## config.mk

```make
export PLATFORM = sky130hd
export DESIGN_NAME = sram_1rw_ctrl
export DESIGN_NICKNAME = d
export VERILOG_FILES = /design/src/rtl/sram_pkg.sv /design/src/rtl/sram_rsp_fifo.sv /design/src/rtl/sram_1rw_ctrl.sv
export SDC_FILE = /design/constraint.sdc
export NUM_CORES = 1
export LEC_CHECK = 0
export CORE_MARGIN = 5
export CORE_UTILIZATION = 40
export CTS_BUF_LIST = sky130_fd_sc_hd__clkbuf_4
export DETAILED_ROUTE_END_ITERATION = 8
export PLACE_DENSITY = 0.57
export SLEW_MARGIN = 15
export SYNTH_ARGS = -nofsm -noshare
export SYNTH_HDL_FRONTEND = slang
export SYNTH_HIERARCHICAL = 1
export SYNTH_SLANG_ARGS = --single-unit
```

## constraint.sdc

```tcl
create_clock -name CE -period 8.85 [get_ports CE]
set_input_delay 1.77 -clock CE [delete_from_list [all_inputs] [get_ports CE]]
set_output_delay 1.77 -clock CE [all_outputs]
set_load 0.03 [all_outputs]
```

## src/rtl/sram_pkg.sv

```systemverilog
// -----------------------------------------------------------------------------
// sram_pkg
// Shared definitions for the 1RW SRAM controller slice.
//   sram_state_e : controller FSM states (memory clear, normal operation)
//   mask_expand  : turns a lane write mask into a per-bit write enable vector
// mask_expand works on a fixed maximum width so one function serves every
// parameterisation; callers zero-extend the mask and keep the low WIDTH bits.
// -----------------------------------------------------------------------------
package sram_pkg;

    typedef enum logic [0:0] {
        ST_CLEAR = 1'b0,
        ST_RUN   = 1'b1
    } sram_state_e;

    localparam int SRAM_MAX_W = 1024;
    localparam int SRAM_IDX_W = $clog2(SRAM_MAX_W);

    // Bit b of the result is mask bit (b / lane_w).
    function automatic logic [SRAM_MAX_W-1:0] mask_expand(
        input logic [SRAM_MAX_W-1:0] mask,
        input int unsigned           lane_w
    );
        logic [SRAM_MAX_W-1:0] en;
        en = {SRAM_MAX_W{1'b0}};
        for (int unsigned i = 0; i < SRAM_MAX_W; i++) begin
            en[SRAM_IDX_W'(i)] = mask[SRAM_IDX_W'(i / lane_w)];
        end
        return en;
    endfunction

endpackage

```

## src/rtl/sram_rsp_fifo.sv

```systemverilog
// -----------------------------------------------------------------------------
// sram_rsp_fifo
// Show-ahead response FIFO: the head entry is presented on rsp_rdata while
// rsp_valid is high and is removed on rsp_valid && pop.
// Ports:
//   clk, rst     clock, synchronous active-high reset (empties the FIFO)
//   push         write push_data into the tail (ignored when full)
//   push_data    data to enqueue
//   pop          consumer takes the head entry (ignored when empty)
//   rsp_valid    FIFO not empty
//   rsp_rdata    head entry, zero while empty
//   count        current occupancy
// -----------------------------------------------------------------------------
module sram_rsp_fifo #(
    parameter  int WIDTH     = 8,
    parameter  int RSP_DEPTH = 2,
    localparam int PTR_W     = $clog2(RSP_DEPTH),
    localparam int CNT_W     = $clog2(RSP_DEPTH + 1)
) (
    input  logic             clk,
    input  logic             rst,
    input  logic             push,
    input  logic [WIDTH-1:0] push_data,
    input  logic             pop,
    output logic             rsp_valid,
    output logic [WIDTH-1:0] rsp_rdata,
    output logic [CNT_W-1:0] count
);

    logic [WIDTH-1:0] store_r [RSP_DEPTH];
    logic [PTR_W-1:0] wr_ptr_r;
    logic [PTR_W-1:0] rd_ptr_r;
    logic [CNT_W-1:0] count_r;
    logic             push_s;
    logic             pop_s;

    assign push_s    = push && (count_r != CNT_W'(RSP_DEPTH));
    assign pop_s     = pop && (count_r != CNT_W'(0));
    assign rsp_valid = (count_r != CNT_W'(0));
    assign count     = count_r;

    // Storage array; contents need no reset because rsp_rdata is gated by occupancy.
    always_ff @(posedge clk) begin
        if (push_s) begin
            store_r[wr_ptr_r] <= push_data;
        end
    end

    // Pointer and occupancy bookkeeping; depth need not be a power of two.
    always_ff @(posedge clk) begin
        if (rst) begin
            wr_ptr_r <= PTR_W'(0);
            rd_ptr_r <= PTR_W'(0);
            count_r  <= CNT_W'(0);
        end else begin
            if (push_s) begin
                wr_ptr_r <= (wr_ptr_r == PTR_W'(RSP_DEPTH - 1)) ? PTR_W'(0) : wr_ptr_r + PTR_W'(1);
            end
            if (pop_s) begin
                rd_ptr_r <= (rd_ptr_r == PTR_W'(RSP_DEPTH - 1)) ? PTR_W'(0) : rd_ptr_r + PTR_W'(1);
            end
            count_r <= count_r + CNT_W'(push_s) - CNT_W'(pop_s);
        end
    end

    // Head presentation; zero when empty so reset shows all-zero data.
    always_comb begin
        if (rsp_valid) begin
            rsp_rdata = store_r[rd_ptr_r];
        end else begin
            rsp_rdata = {WIDTH{1'b0}};
        end
    end

endmodule

```

## src/rtl/sram_1rw_ctrl.sv

```systemverilog
// -----------------------------------------------------------------------------
// sram_1rw_ctrl
// Single-port synchronous SRAM model with a valid/ready request front end,
// lane write masks, a post-reset clear of every word, and a credit-limited
// response FIFO so the consumer can backpressure read data.
// Ports:
//   CE, RST                clock, synchronous active-high reset
//   req_valid/req_ready    request handshake
//   req_we                 1 = write, 0 = read
//   req_addr               word address (>= DEPTH: write dropped, read gives 0)
//   req_wdata, req_wmask   write data and lane enables
//   rsp_valid/rsp_ready    read response handshake
//   rsp_rdata              read data (held while rsp_valid && !rsp_ready)
//   busy                   high while the clear sequence runs
// Build option: define SRAM_OUT_REG_EN to add an output register after the
// array (read latency 2 instead of 1); the credit rule covers that stage.
// -----------------------------------------------------------------------------
module sram_1rw_ctrl
    import sram_pkg::*;
#(
    parameter  int WIDTH     = 8,
    parameter  int DEPTH     = 128,
    parameter  int LANE_W    = 8,
    parameter  int RSP_DEPTH = 2,
    localparam int ADDR_W    = (DEPTH > 1) ? $clog2(DEPTH) : 1,
    localparam int MASK_W    = WIDTH / LANE_W
) (
    input  logic              CE,
    input  logic              RST,
    input  logic              req_valid,
    output logic              req_ready,
    input  logic              req_we,
    input  logic [ADDR_W-1:0] req_addr,
    input  logic [WIDTH-1:0]  req_wdata,
    input  logic [MASK_W-1:0] req_wmask,
    output logic              rsp_valid,
    input  logic              rsp_ready,
    output logic [WIDTH-1:0]  rsp_rdata,
    output logic              busy
);

    localparam int CNT_W = $clog2(RSP_DEPTH + 1);
    localparam int OUT_W = CNT_W + 1;

    sram_state_e            state_r;
    logic [ADDR_W-1:0]      clr_addr_r;
    logic [WIDTH-1:0]       mem_r [DEPTH];

    logic                   run_s;
    logic                   in_range_s;
    logic                   credit_ok_s;
    logic                   rd_acc_s;
    logic                   wr_acc_s;
    logic [SRAM_MAX_W-1:0]  mask_wide_s;
    logic [SRAM_MAX_W-1:0]  ben_wide_s;
    logic                   unused_ben_s;
    logic [WIDTH-1:0]       bit_en_s;
    logic [WIDTH-1:0]       rd_word_s;
    logic                   fifo_push_s;
    logic [WIDTH-1:0]       fifo_wdata_s;
    logic [CNT_W-1:0]       fifo_count_s;
    logic                   inflight_s;
    logic [OUT_W-1:0]       outstanding_s;

    assign run_s      = (state_r == ST_RUN);
    assign busy       = ~run_s;
    assign in_range_s = ({{(32 - ADDR_W){1'b0}}, req_addr} < 32'(DEPTH));

    // Credits come only from registered state, so a pop frees its credit one
    // cycle later and rsp_ready never reaches req_ready combinationally.
    // Writes never consume a credit.
    assign outstanding_s = {1'b0, fifo_count_s} + OUT_W'(inflight_s);
    assign credit_ok_s   = (outstanding_s < OUT_W'(RSP_DEPTH));
    assign req_ready     = run_s && (req_we || credit_ok_s);
    assign rd_acc_s      = req_valid && req_ready && !req_we;
    assign wr_acc_s      = req_valid && req_ready && req_we;

    // Lane mask to per-bit enables through the shared helper.
    always_comb begin
        mask_wide_s                = {SRAM_MAX_W{1'b0}};
        mask_wide_s[MASK_W-1:0]    = req_wmask;
        ben_wide_s                 = mask_expand(mask_wide_s, LANE_W);
    end
    assign bit_en_s     = ben_wide_s[WIDTH-1:0];
    assign unused_ben_s = ^ben_wide_s;

    // Array read port; out-of-range reads return zero.
    always_comb begin
        if (in_range_s) begin
            rd_word_s = mem_r[req_addr];
        end else begin
            rd_word_s = {WIDTH{1'b0}};
        end
    end

    // Controller FSM: RST restarts the clear from word 0 in any state.
    always_ff @(posedge CE) begin
        if (RST) begin
            state_r    <= ST_CLEAR;
            clr_addr_r <= ADDR_W'(0);
        end else begin
            case (state_r)
                ST_CLEAR: begin
                    if (clr_addr_r == ADDR_W'(DEPTH - 1)) begin
                        state_r <= ST_RUN;
                    end else begin
                        clr_addr_r <= clr_addr_r + ADDR_W'(1);
                    end
                end
                ST_RUN: begin
                    state_r <= ST_RUN;
                end
                default: begin
                    state_r    <= ST_CLEAR;
                    clr_addr_r <= ADDR_W'(0);
                end
            endcase
        end
    end

    // Memory array: clear writes during CLEAR, masked request writes in RUN.
    always_ff @(posedge CE) begin
        if (state_r == ST_CLEAR) begin
            mem_r[clr_addr_r] <= {WIDTH{1'b0}};
        end else if (wr_acc_s && in_range_s) begin
            mem_r[req_addr] <= (mem_r[req_addr] & ~bit_en_s) | (req_wdata & bit_en_s);
        end
    end

`ifdef SRAM_OUT_REG_EN
    logic             pipe_vld_r;
    logic [WIDTH-1:0] pipe_data_r;

    // Output register stage between the array and the response FIFO.
    always_ff @(posedge CE) begin
        if (RST) begin
            pipe_vld_r  <= 1'b0;
            pipe_data_r <= {WIDTH{1'b0}};
        end else begin
            pipe_vld_r  <= rd_acc_s;
            pipe_data_r <= rd_word_s;
        end
    end

    assign fifo_push_s  = pipe_vld_r;
    assign fifo_wdata_s = pipe_data_r;
    assign inflight_s   = pipe_vld_r;
`else
    assign fifo_push_s  = rd_acc_s;
    assign fifo_wdata_s = rd_word_s;
    assign inflight_s   = 1'b0;
`endif

    sram_rsp_fifo #(
        .WIDTH     (WIDTH),
        .RSP_DEPTH (RSP_DEPTH)
    ) u_rsp_fifo (
        .clk       (CE),
        .rst       (RST),
        .push      (fifo_push_s),
        .push_data (fifo_wdata_s),
        .pop       (rsp_ready),
        .rsp_valid (rsp_valid),
        .rsp_rdata (rsp_rdata),
        .count     (fifo_count_s)
    );

endmodule

```

== Yosys cells after proc, flatten, opt, wreduce, memory -nomap -nowiden ==
Memory sizes are Yosys's and may differ from the RTL's. A register that Yosys moved wholly into a read port is not among the register bits.
Index checks and enable logic that the tools add are counted.
Word-level totals
  register bits: 12
  bits in writable memories: 1040
  input bits: 21
  logic and storage cells: 48
  memories: 2
Operators by class
  add/sub/neg operators: 5
  order comparisons: 1
  equal/unequal tests: 2
  mux-type cells: 16
  bitwise gates (word level): 6
  reduce and logical (&&, ||, !) cells: 11
Memories
  mem_r: words 128, width 8, read ports 1, clocked after Yosys merged registers in 0, write ports 1, RTL line sram_1rw_ctrl.sv:47  | logic [WIDTH-1:0] mem_r [DEPTH];
  u_rsp_fifo.store_r: words 2, width 8, read ports 1, clocked after Yosys merged registers in 1, write ports 1, RTL line sram_rsp_fifo.sv:30  | logic [WIDTH-1:0] store_r [RSP_DEPTH];
Operators with widths (count)
  $and A8 B8 Y8: 2
  $mux W8: 2
  $mux W1: 12
  $not A8 Y8: 1
  $or A8 B8 Y8: 1
  $reduce_or A8 Y1: 1
  $add A7 B1 Y7 const B: 1
  $eq A7 B7 Y1 const B: 1
  $mux W7: 1
  $logic_and A1 B1 Y1: 6
  $add A1 B1 Y1 const B: 2
  $add A2 B1 Y2: 1
  $lt A2 B2 Y1 const B: 1
  $ne A2 B2 Y1 const B: 1
  $not A1 Y1: 2
  $pmux W1 S2: 1
  $reduce_and A2 Y1: 1
  $reduce_bool A2 Y1: 1
  $sub A2 B1 Y2: 1
  $logic_not A1 Y1: 1
  $logic_or A1 B1 Y1: 1

== Logic depth before layout (Yosys ltp) ==
Gate-level depths: netlist (run 1).
  word-level depth: 10
  gate-level depth with buffers: 11
  gate-level depth less buffers: 9

== Cells and area by module ==
Netlist (run 1), hierarchy kept.
Modules (own cells, without submodules)
  sram_1rw_ctrl: instances 1, cells an instance 2241, area each 41208.3 um^2
  sram_rsp_fifo: instances 1, cells an instance 65, area each 854.6 um^2

== Worst setup path before layout (run 1) ==
No wires, ideal clock.
  path kind: input to register
  start point: in req_addr[0]
  end point: mem mem_r[0][3], data pin
  setup time: 0.812 ns
  data arrival time: 6.216 ns
  data required time: 8.038 ns
  path slack: 1.822 ns
  cell stages on the path: 9
  cells stage by stage: buf_6 > buf_12 > buf_12 > buf_12 > buf_12 > mux2i_1 > a2111oi_2 > a311oi_1 > a221oi_2
Between the ends
  word-level cells in the longest chain between the ends: 4
Ends and longest elaborated chain
  from (decl): RTL line sram_1rw_ctrl.sv:33  | input logic [ADDR_W-1:0] req_addr,
  $mem_v2 Z128 W8
  $and A8 B8 Y8: RTL line sram_1rw_ctrl.sv:126  | mem_r[req_addr] <= (mem_r[req_addr] & ~bit_en_s) | (req_wdata & bit_en_s);
  $or A8 B8 Y8: RTL line sram_1rw_ctrl.sv:126
  $mux W8 (no source line)
  to (decl): RTL line sram_1rw_ctrl.sv:47
No other way between the ends.

== Worst setup path in the final report (run 1) ==
  start point: in req_addr[2]
  end point: mem mem_r[37][1], data pin
Same word-level chain as after synthesis.

==> results.env, run 1 <==
OUTCOME='finished clean'
CPLARGESTDELAYFAMILY='buffers and inverters'
COUNT_OF_DISTINCT_CELL_TYPES_IN_THE_SYNTHESIZED_NETLIST=62
POST_CTS_BUFFERS=0
DETAILEDROUTE.FIRSTITERATIONVIOLATIONS=1947
CRIT_PATH_MAX_INCR_DELAY_NS=0.57
DRIVE_GT1_FRAC=0.2473
HOLD_CLASS='register to register'
POST_DRT_VIA_CELL_RATIO=5.573
CLOCK_SINKS=1053
GRT_OVERFLOW=0
STARTING_UTILIZATION_OF_THE_CORE_AREA=0.4013
MAIN_COMBINATIONAL_CELL_FAMILY_BY_AREA_AFTER_SYNTHESIS='multiplexers'
SYNTH_SIMPLE_GATE_AREA_SHARE=0.04718
DETAILROUTE.WIRELENGTH.MET2_UM=50270
POWER_SWITCHING_mW=2.173
GRT_UTIL_ALL_LAYERS=0.1880
CLKLATENCYLATEPIN_NS=1.13
FINAL-MAX-SLEW-VIOLATION-COUNT=0
HOLDBUFCOUNTCTS=0
CTS.ROOT.BUFFER_CELL='sky130_fd_sc_hd__clkbuf_4'
SYN2LAYOUT_AREA_GROWTH_PCT=12.07
WORST_R2R_PATH_DEPTH=4
MAX-SLEW-MARGIN-REL=0.2080
SLOWEST_CELL_ON_THE_CRITICAL_PATH='sky130_fd_sc_hd__o221a_4'
P_LEAK_nW=17.24
POWER.INTERNAL_mW=7.783
DP_HPWL_UM=64170
WORST_SLEW_PIN_SLEW_NS=1.188
NUMPORTBUFFERS=31
P_CLK_FRAC=0.414
P_SEQ_FRAC=0.544
ROUTABILITYCONGESTION=0.9010
CAP_VIOL_MAX_COUNT=0
POST_SYNTH_XOR_AREA_FRACTION=0.001249
FINAL_NUMBER_OF_HOLD_VIOLATING_ENDPOINTS=0
HIGHEST_LAYER='met4'
CTSLONGESTPATHBUFFERS=4
MAPPEDNETLISTNETS=2329
CRITICAL_PATH.STARTPOINT_TYPE='primary input'
LAYOUTNONFILLERINSTCOUNT=4109
GRT_ANTENNA_BEFORE_REPAIR=2
CLK_TRANSITION_REPORTED_PATHS_NS=0.06
FIRST_PASS_ITERS=7
CTS_TREE='done'
SYNTHESIS.AREA_PER_INSTANCE_UM2=18.24
VIA_COUNT_OF_THE_FIRST_GLOBAL_ROUTING_PASS=23840
POWER.DENSITY_mW_PER_MM2=211.2
FINALWORSTSETUPSLACK_NS=3.397
NETLIST_AREA_PRE_PLACE_MM2=0.04206
CTS_MADE_BUFFERS=293
SYNTH_FLOP_CELL='sky130_fd_sc_hd__edfxtp_1'
DRCVIOLATIONCOUNT=0
IRDROPWORSTVDD_mV=0.1023
SYNTH_MOST_COMMON_CELL='sky130_fd_sc_hd__edfxtp_1'
POST-PLACE-WS_NS=2.315
SHARE_OF_THE_SYNTHESIZED_AREA_IN_COMPOUND_GATES_AO_OA_AOI_OAI=0.04634
PATH_BUF_INV=5
SHARE_OF_SYNTHESIZED_FLIP_FLOPS_WITH_AN_ASYNCHRONOUS_SET_OR_RESET=0
FLOORPLAN.DIE.WIDTH_UM=334.3
DETAILROUTE.VIA_COUNT=22900
ROUTE.ANTENNA.REMAINING_NETS=0
TIMING.HOLD.WORST_PATH_DEPTH=2
WIRELENGTH_MET1_UM=43910
FIN_SKEW_NS=0.1055
DR_WL_MET3_UM=7859
GRT_MAX_DEGREE=129
REQUIRED_NS=9.59
SYNTH_ENABLE_FLOP_CELLS=1040
FINALWORSTPATHREQUIREDPERIOD_NS=5.453
IO_PINS=32
YOSYS.AREA.TOP_TYPE='sky130_fd_sc_hd__edfxtp_1'
DP_CELLS=3636
WIRELENGTH_UM=105700
HTREE_NUM_LEVELS=5
CP_DATA_ARRIVAL_TIME_NS=6.19
END_KIND='register'
SYNTH-ADDER-AREA-SHARE=0.0005949
CELLS_ALONG_THE_CRITICAL_PATH='buf_2 > buf_4 > nor2_4 > buf_4 > a22oi_1 > and3_1 > a211oi_1 > nand4_1 > o221a_4 > buf_16 > buf_4'
SETUP_VIOL=0
ROUTED_WIRE_LENGTH_PER_INSTANCE_UM=25.72
MAXCLOCKFREQUENCY_GHz=0.1834
SYNTHTOPCELLSBYCOUNT='sky130_fd_sc_hd__edfxtp_1 (1040), sky130_fd_sc_hd__mux2i_1 (219), sky130_fd_sc_hd__nor2_1 (185), sky130_fd_sc_hd__mux4_2 (145), sky130_fd_sc_hd__nand2_1 (135)'
YOSYS_REGISTER_BITS=1053
SETUP_TOTAL_NEGATIVE_SLACK_NS=0
GRT_SETUP_UNREPAIRED='no'
TOTALPOWERFINAL_mW=9.956
PATH_CLASS='primary input to register'
SYNTHESIS.YOSYS.WARNINGS=6
STD_CELL_ROWS=119
YOSYS.AREA.TOP_TYPE_SHARE=0.7425
NETS=2565
SYNTH-SEQ-AREA-SHARE=0.7486
POSTCTSRESIZEDCELLS=0
CORE_FOOTPRINT_MM2=0.1048
FINAL_PERIOD_UTIL=0.6161
CRITPATHMAXFANOUT=59
MUX_SHARE_OF_POST_SYNTHESIS_CELL_AREA=0.1335
DIE_AREA_MM2=0.1117
GRT_FIRST_PASS_WIRELENGTH_UM=156100
SYNTH.AREA.TOP_CELLS='sky130_fd_sc_hd__edfxtp_1 (74%), sky130_fd_sc_hd__mux4_2 (7.8%), sky130_fd_sc_hd__mux2i_1 (5.2%)'
PATH_DEPTH=11
DIE_HEIGHT_UM=334.3
CP_COMMON_CELL='sky130_fd_sc_hd__buf_4'
SWSHARE=0.2183
PART_OF_THE_TOTAL_POWER_DISSIPATED_IN_COMBINATIONAL_LOGIC=0.042
NETLIST_INSTANCES=2306
FILL_CELL_TOTAL_OF_THE_FINISHED_LAYOUT=9198
cells by family (layout without fill, tap and decap cells):
group                      after synthesis  in the layout
DFF                                   1053           1053
xor gates and xnor gates                 6              6
muxes                                  378            378
buffers and inverters                  145            552
other                                    0              5
adders and majority gates                2              2
AOI/OAI and AO/OA                      262            262
and+or+nand+nor                        460            460
tightest hold or removal path: stages (launching register included):
cell                      delay (ns)
sky130_fd_sc_hd__dfxtp_1        0.33
sky130_fd_sc_hd__xor2_1         0.09
sky130_fd_sc_hd__nor2_1         0.08
path summary, 6_finish.rpt:
check                                         start            to  slack, ns
worst min-delay path            u_rsp_fifo/rd_ptr_r      register       0.53
worst max register to register                run_s  mem_r[40][1]       4.54
worst min register to register  u_rsp_fifo/rd_ptr_r      register       0.53
worst max-delay path                    req_addr[2]  mem_r[37][1]       3.40
registers in the layout (all words and copies together) (netlist names), named ones only:
name / count
clr_addr_r: 7
u_rsp_fifo/count: 2
mem_r: 1024
u_rsp_fifo/store_r: 16
u_rsp_fifo/wr_ptr_r: 1
u_rsp_fifo/rd_ptr_r: 1
run_s: 1
cell type report:
type / instances / area, µm² / share of cell area
clock buffer: 425 / 3191 / 0.06768
timing repair buffer: 76 / 734.5 / 0.01558
antenna: 5 / 12.51 / 0.0002654
clock inverter: 41 / 209.0 / 0.004433
sequential: 1053 / 31490 / 0.6680
inverter: 10 / 37.54 / 0.0007963
multi-input combinational: 1108 / 9726 / 0.2063
tap: 1391 / 1740 / 0.03692
layer usage:
layer  global-route usage  vias up
li1                     -     9940
met1               0.2508    11760
met2               0.2981      957
met3              0.04769      242
met4              0.07478        0
met5                    0        -
placed cells by master, fill, tap and decap left out, types with 13 or more instances in the layout:
cell	Yosys	final
sky130_fd_sc_hd__a22oi_1	48	48
sky130_fd_sc_hd__nand3_1	77	77
sky130_fd_sc_hd__clkbuf_4	0	425
sky130_fd_sc_hd__clkdlybuf4s50_1	0	26
sky130_fd_sc_hd__mux2i_1	219	219
sky130_fd_sc_hd__a211oi_1	17	17
sky130_fd_sc_hd__dfxtp_1	13	13
sky130_fd_sc_hd__mux2_2	13	13
sky130_fd_sc_hd__a221oi_1	18	18
sky130_fd_sc_hd__buf_4	15	38
sky130_fd_sc_hd__o21ai_0	16	16
sky130_fd_sc_hd__a21oi_1	46	46
sky130_fd_sc_hd__edfxtp_1	1040	1040
sky130_fd_sc_hd__nand2_1	135	135
sky130_fd_sc_hd__o22ai_1	13	13
sky130_fd_sc_hd__o221ai_1	15	15
sky130_fd_sc_hd__mux4_2	145	145
sky130_fd_sc_hd__nor2b_1	17	14
sky130_fd_sc_hd__nor2_1	185	184
sky130_fd_sc_hd__clkinv_1	1	30
metrics by stage:
stage | util | instance area, µm² | hold WS (ns)
after floorplan | - | 42060 | 0.4725
after global placement | 0.4167 | 43670 | 0.4876
after detailed placement | 0.4167 | 43670 | 0.5121
after CTS | 0.4491 | 47070 | 0.5315
after global routing | 0.4497 | 47140 | 0.5483
final | 0.4497 | 47140 | 0.5293
power groups by stage:
| stage | registers [mW] | clock network, mW | logic [mW] |
|---|---|---|---|
| global placement | 5.52 | 0 | 0.414 |
| CTS | 5.42 | 4.24 | 0.417 |
| detailed placement | 5.52 | 0 | 0.416 |
| finish | 5.42 | 4.12 | 0.417 |
| global route | 5.42 | 4.52 | 0.438 |
| floorplan | 5.52 | 0 | 0.281 |
Note: power is estimated with default switching activity, not from simulation.
==> inputs of run 2 (changes only) <==
--- a/config.mk
+++ b/config.mk
@@ -9,7 +9,7 @@
 export CORE_UTILIZATION = 40
 export CTS_BUF_LIST = sky130_fd_sc_hd__clkbuf_4
 export DETAILED_ROUTE_END_ITERATION = 8
-export PLACE_DENSITY = 0.57
+export PLACE_DENSITY = 0.59
 export SLEW_MARGIN = 15
 export SYNTH_ARGS = -nofsm -noshare
 export SYNTH_HDL_FRONTEND = slang
==> constraint.sdc (replaced) <==
create_clock -name CE -period 4.4 [get_ports CE]
set_input_delay 0.88 -clock CE [delete_from_list [all_inputs] [get_ports CE]]
set_output_delay 0.88 -clock CE [all_outputs]
set_load 0.03 [all_outputs]
==> run 2 against run 1 <==
Effect of this change:
- first-iteration DRC count up 18%
- die area unchanged
- sequential share of layout area down 2.4 points
- cell count up 4.9%
- largest power group unchanged
- critical path depth down 8
- worst hold slack worse by 0.0098 ns
- non-clock buffer count up 204
==> results.env, run 2 (synthesized netlist as in run 1, its figures left out) <==
GRT_SETUP_UNREPAIRED='no'
PART_OF_THE_TOTAL_POWER_DISSIPATED_IN_COMBINATIONAL_LOGIC=0.046  # +0.004
LAYOUT.CELLS.MOST_COMMON='sky130_fd_sc_hd__edfxtp_1'
WIRELENGTH_UM=107400  # +1.6%
MAX_FLOP_REGISTER='mem_r'
LARGEST_REGISTER_FFS=1024  # unchanged
CTSLONGESTPATHBUFFERS=4  # unchanged
VIA_COUNT_OF_THE_FIRST_GLOBAL_ROUTING_PASS=24280  # +1.9%
CELLS_ALONG_THE_CRITICAL_PATH='inv_1 > a21oi_1 > clkdlybuf4s50_1'
MIN-DELAY-START='u_rsp_fifo/rd_ptr_r'
FIN_SKEW_NS=0.1096  # +0.004052 ns
ROUTABILITYCONGESTION=0.9059  # +0.54%
HTREE_NUM_LEVELS=5  # unchanged
STARTING_UTILIZATION_OF_THE_CORE_AREA=0.4013  # unchanged
GRT_UTIL_ALL_LAYERS=0.1909  # +0.002969
IRDROPWORSTVDD_mV=0.1665  # +63%
DRCVIOLATIONCOUNT=0  # unchanged
CAP_VIOL_MAX_COUNT=0  # unchanged
CRITICAL_PATH.STARTPOINT_TYPE='register'
FINAL_CELL_AREA_MM2=0.04891  # +3.8%
DP_CELLS=3842  # +5.7%
REG2REG_SLACK_NS=0.96  # -3.58 ns
GRT_FIRST_PASS_WIRELENGTH_UM=158900  # +1.8%
ROUTE.ANTENNA.REMAINING_NETS=0  # unchanged
POSTCTSRESIZEDCELLS=0  # unchanged
LARGESTREGISTERS='mem_r: 1024 flops, u_rsp_fifo/store_r: 16 flops, clr_addr_r: 7 flops'
FIRST_PASS_ITERS=6  # -1
FINAL_CELL_MIX='sky130_fd_sc_hd__edfxtp_1 (1040), sky130_fd_sc_hd__clkbuf_4 (395), sky130_fd_sc_hd__mux2i_1 (219), sky130_fd_sc_hd__buf_4 (216), sky130_fd_sc_hd__nor2_1 (184)'
FINAL_NUMBER_OF_HOLD_VIOLATING_ENDPOINTS=0  # unchanged
DIE_HEIGHT_UM=334.3  # unchanged
FINAL_PERIOD_UTIL=0.8329
HOLDBUFCOUNTCTS=0  # unchanged
ROUTING_LAYER_WITH_THE_TOP_USAGE_IN_GLOBAL_ROUTE='met2'
DRIVE_GT1_FRAC=0.2937  # +0.04633
P_CLK_FRAC=0.407  # -0.007
PATH_BUF_INV=2  # -3
END_KIND='output port'
POWER_SWITCHING_mW=4.402  # +100%
DPL_CELL_AREA_MM2=0.04558  # +4.4%
GLOBALROUTEMET1UTIL=0.2598  # +0.008962
DETAILEDROUTE.FIRSTITERATIONVIOLATIONS=2294  # +18%
WORST_SLEW_PIN_SLEW_NS=1.227  # +0.03942 ns
FINAL-MAX-SLEW-VIOLATION-COUNT=0  # unchanged
CORE_FOOTPRINT_MM2=0.1048  # unchanged
CPLARGESTDELAYFAMILY='buffers and inverters'
NUMPORTBUFFERS=31  # unchanged
CLKLATENCYLATEPIN_NS=1.13  # about the same
CTS_MADE_BUFFERS=290  # -1.0%
OUTCOME='finished clean'
GRT_MAX_DEGREE=65  # -50%
POST_CTS_BUFFERS=0  # unchanged
USE_MET2=0.3012  # +0.003102
WORSTREG2REGEND='mem_r[43][4]'
CRITPATHMAXFANOUT=12  # -80%
POST_DRT_VIA_CELL_RATIO=5.499  # -1.3%
ROUTED_WIRE_LENGTH_PER_INSTANCE_UM=24.92  # -3.1%
IO_PINS=32  # unchanged
FINALWORSTPATHREQUIREDPERIOD_NS=3.665
CP_DATA_ARRIVAL_TIME_NS=2.78  # -3.41 ns
WORST_R2R_STARTPOINT='run_s'
FLOORPLAN.DIE.WIDTH_UM=334.3  # unchanged
DETAILROUTE.VIA_COUNT=23700  # +3.5%
GRT_ANTENNA_BEFORE_REPAIR=2  # unchanged
CLOCK_SINKS=1053  # unchanged
SETUP_VIOL=0  # unchanged
NETS=2766  # +7.8%
CRIT_PATH_MAX_INCR_DELAY_NS=0.70  # +0.13 ns
TIMING.HOLD.WORST_PATH_DEPTH=2  # unchanged
CTS_TREE='done'
HOLD_CLASS='register to register'
POWER.INTERNAL_mW=15.52  # +99%
STD_CELL_ROWS=119  # unchanged
DIE_AREA_MM2=0.1117  # unchanged
P_SEQ_FRAC=0.547  # +0.003
GRT_OVERFLOW=0  # unchanged
SWSHARE=0.2210  # +0.002730
GRTUSAGEMET3=0.04723  # -0.0004636
SLOWEST_CELL_ON_THE_CRITICAL_PATH='sky130_fd_sc_hd__clkdlybuf4s50_1'
MAXCLOCKFREQUENCY_GHz=0.2729
REQUIRED_NS=3.52  # -6.07 ns
REG_AREA_MM2=0.03149  # unchanged
AREA_OCCUPIED_BY_MULTI_INPUT_GATES_MM2=0.009728  # about the same
MAX-SLEW-MARGIN-REL=0.1817  # -0.02628
DP_HPWL_UM=67800  # +5.7%
CLK_TRANSITION_REPORTED_PATHS_NS=0.06  # about the same
LAYOUTNONFILLERINSTCOUNT=4309  # +4.9%
FILL_CELL_TOTAL_OF_THE_FINISHED_LAYOUT=9034  # -1.8%
CTS.ROOT.BUFFER_CELL='sky130_fd_sc_hd__clkbuf_4'
P_LEAK_nW=18.32  # +6.2%
WORST_R2R_PATH_DEPTH=5  # +1
SYN2LAYOUT_AREA_GROWTH_PCT=16.27
HOLD_WS_NS=0.5195  # -0.009793 ns
POWER.DENSITY_mW_PER_MM2=407.2  # +93%
PATH_CLASS='register to output port'
run 2: cell count changes in the layout (fill, tap and decap cells not counted), sizes merged:
| cell | previous run | this run |
|---|---|---|
| clkinv | 32 | 58 |
| clkbuf | 425 | 395 |
| bufinv | 2 | 3 |
| buf | 50 | 254 |
| diode | 5 | 3 |
| clkinvlp | 0 | 1 |
run 2: how the worst max path moves through the flow:
stage | from | endpoint | slack (ns) | depth (start not counted)
3_3_place_gp | req_addr[0] | mem_r[43][5] | -0.04 | 10
5_1_grt | run_s | req_ready | 0.53 | 3
3_5_place_dp | req_addr[0] | mem_r[40][5] | -0.16 | 10
4_1_cts | register | rsp_rdata[5] | 0.64 | 3
6_report | run_s | req_ready | 0.74 | 3
2_1_floorplan | req_addr[0] | mem_r[0][3] | -0.19 | 10
run 2: power groups by stage:
stage	clock network, mW	logic [mW]	registers, mW
6_report	8.11	0.914	10.9
5_1_grt	8.96	0.955	10.9
4_1_cts	8.35	0.910	10.9
3_5_place_dp	0	0.907	11.1
3_3_place_gp	0	0.902	11.1
2_1_floorplan	0	0.567	11.1
run 2: final cells by class:
type	count	share of cell area
Timing Repair Buffer	280	0.05283
Clock inverter	69	0.007265
Antenna cell	3	0.0001535
Clock buffer	395	0.06063
Inverter	10	0.0007675
Multi-Input combinational cell	1108	0.1989
Tap cell	1391	0.03559
Sequential cell	1053	0.6439
run 2: routing by layer:
layer / vias to the layer above / share of wire
met2: 1015 / 0.48
li1: 10320 / -
met3: 170 / 0.077
met4: 0 / 0.028
met1: 12190 / 0.42
met5: - / 0
run 2: stage by stage:
stage | setup TNS [ns] | total power [mW] | setup slack (ns) | util
6_report | 0 | 19.92 | 0.7354 | 0.4666
5_1_grt | 0 | 20.81 | 0.5256 | 0.4666
4_1_cts | 0 | 20.16 | 0.6363 | 0.4665
3_5_place_dp | -12.81 | 12.02 | -0.1586 | 0.4348
3_3_place_gp | -2.284 | 12.01 | -0.04267 | 0.4348
2_1_floorplan | -24.00 | 11.67 | -0.1875 | -
run 2: worst min-delay path, stage by stage (launching register included):
cell and delay (ns):
sky130_fd_sc_hd__dfxtp_1 0.32, sky130_fd_sc_hd__xor2_1 0.08, sky130_fd_sc_hd__nor2_1 0.08
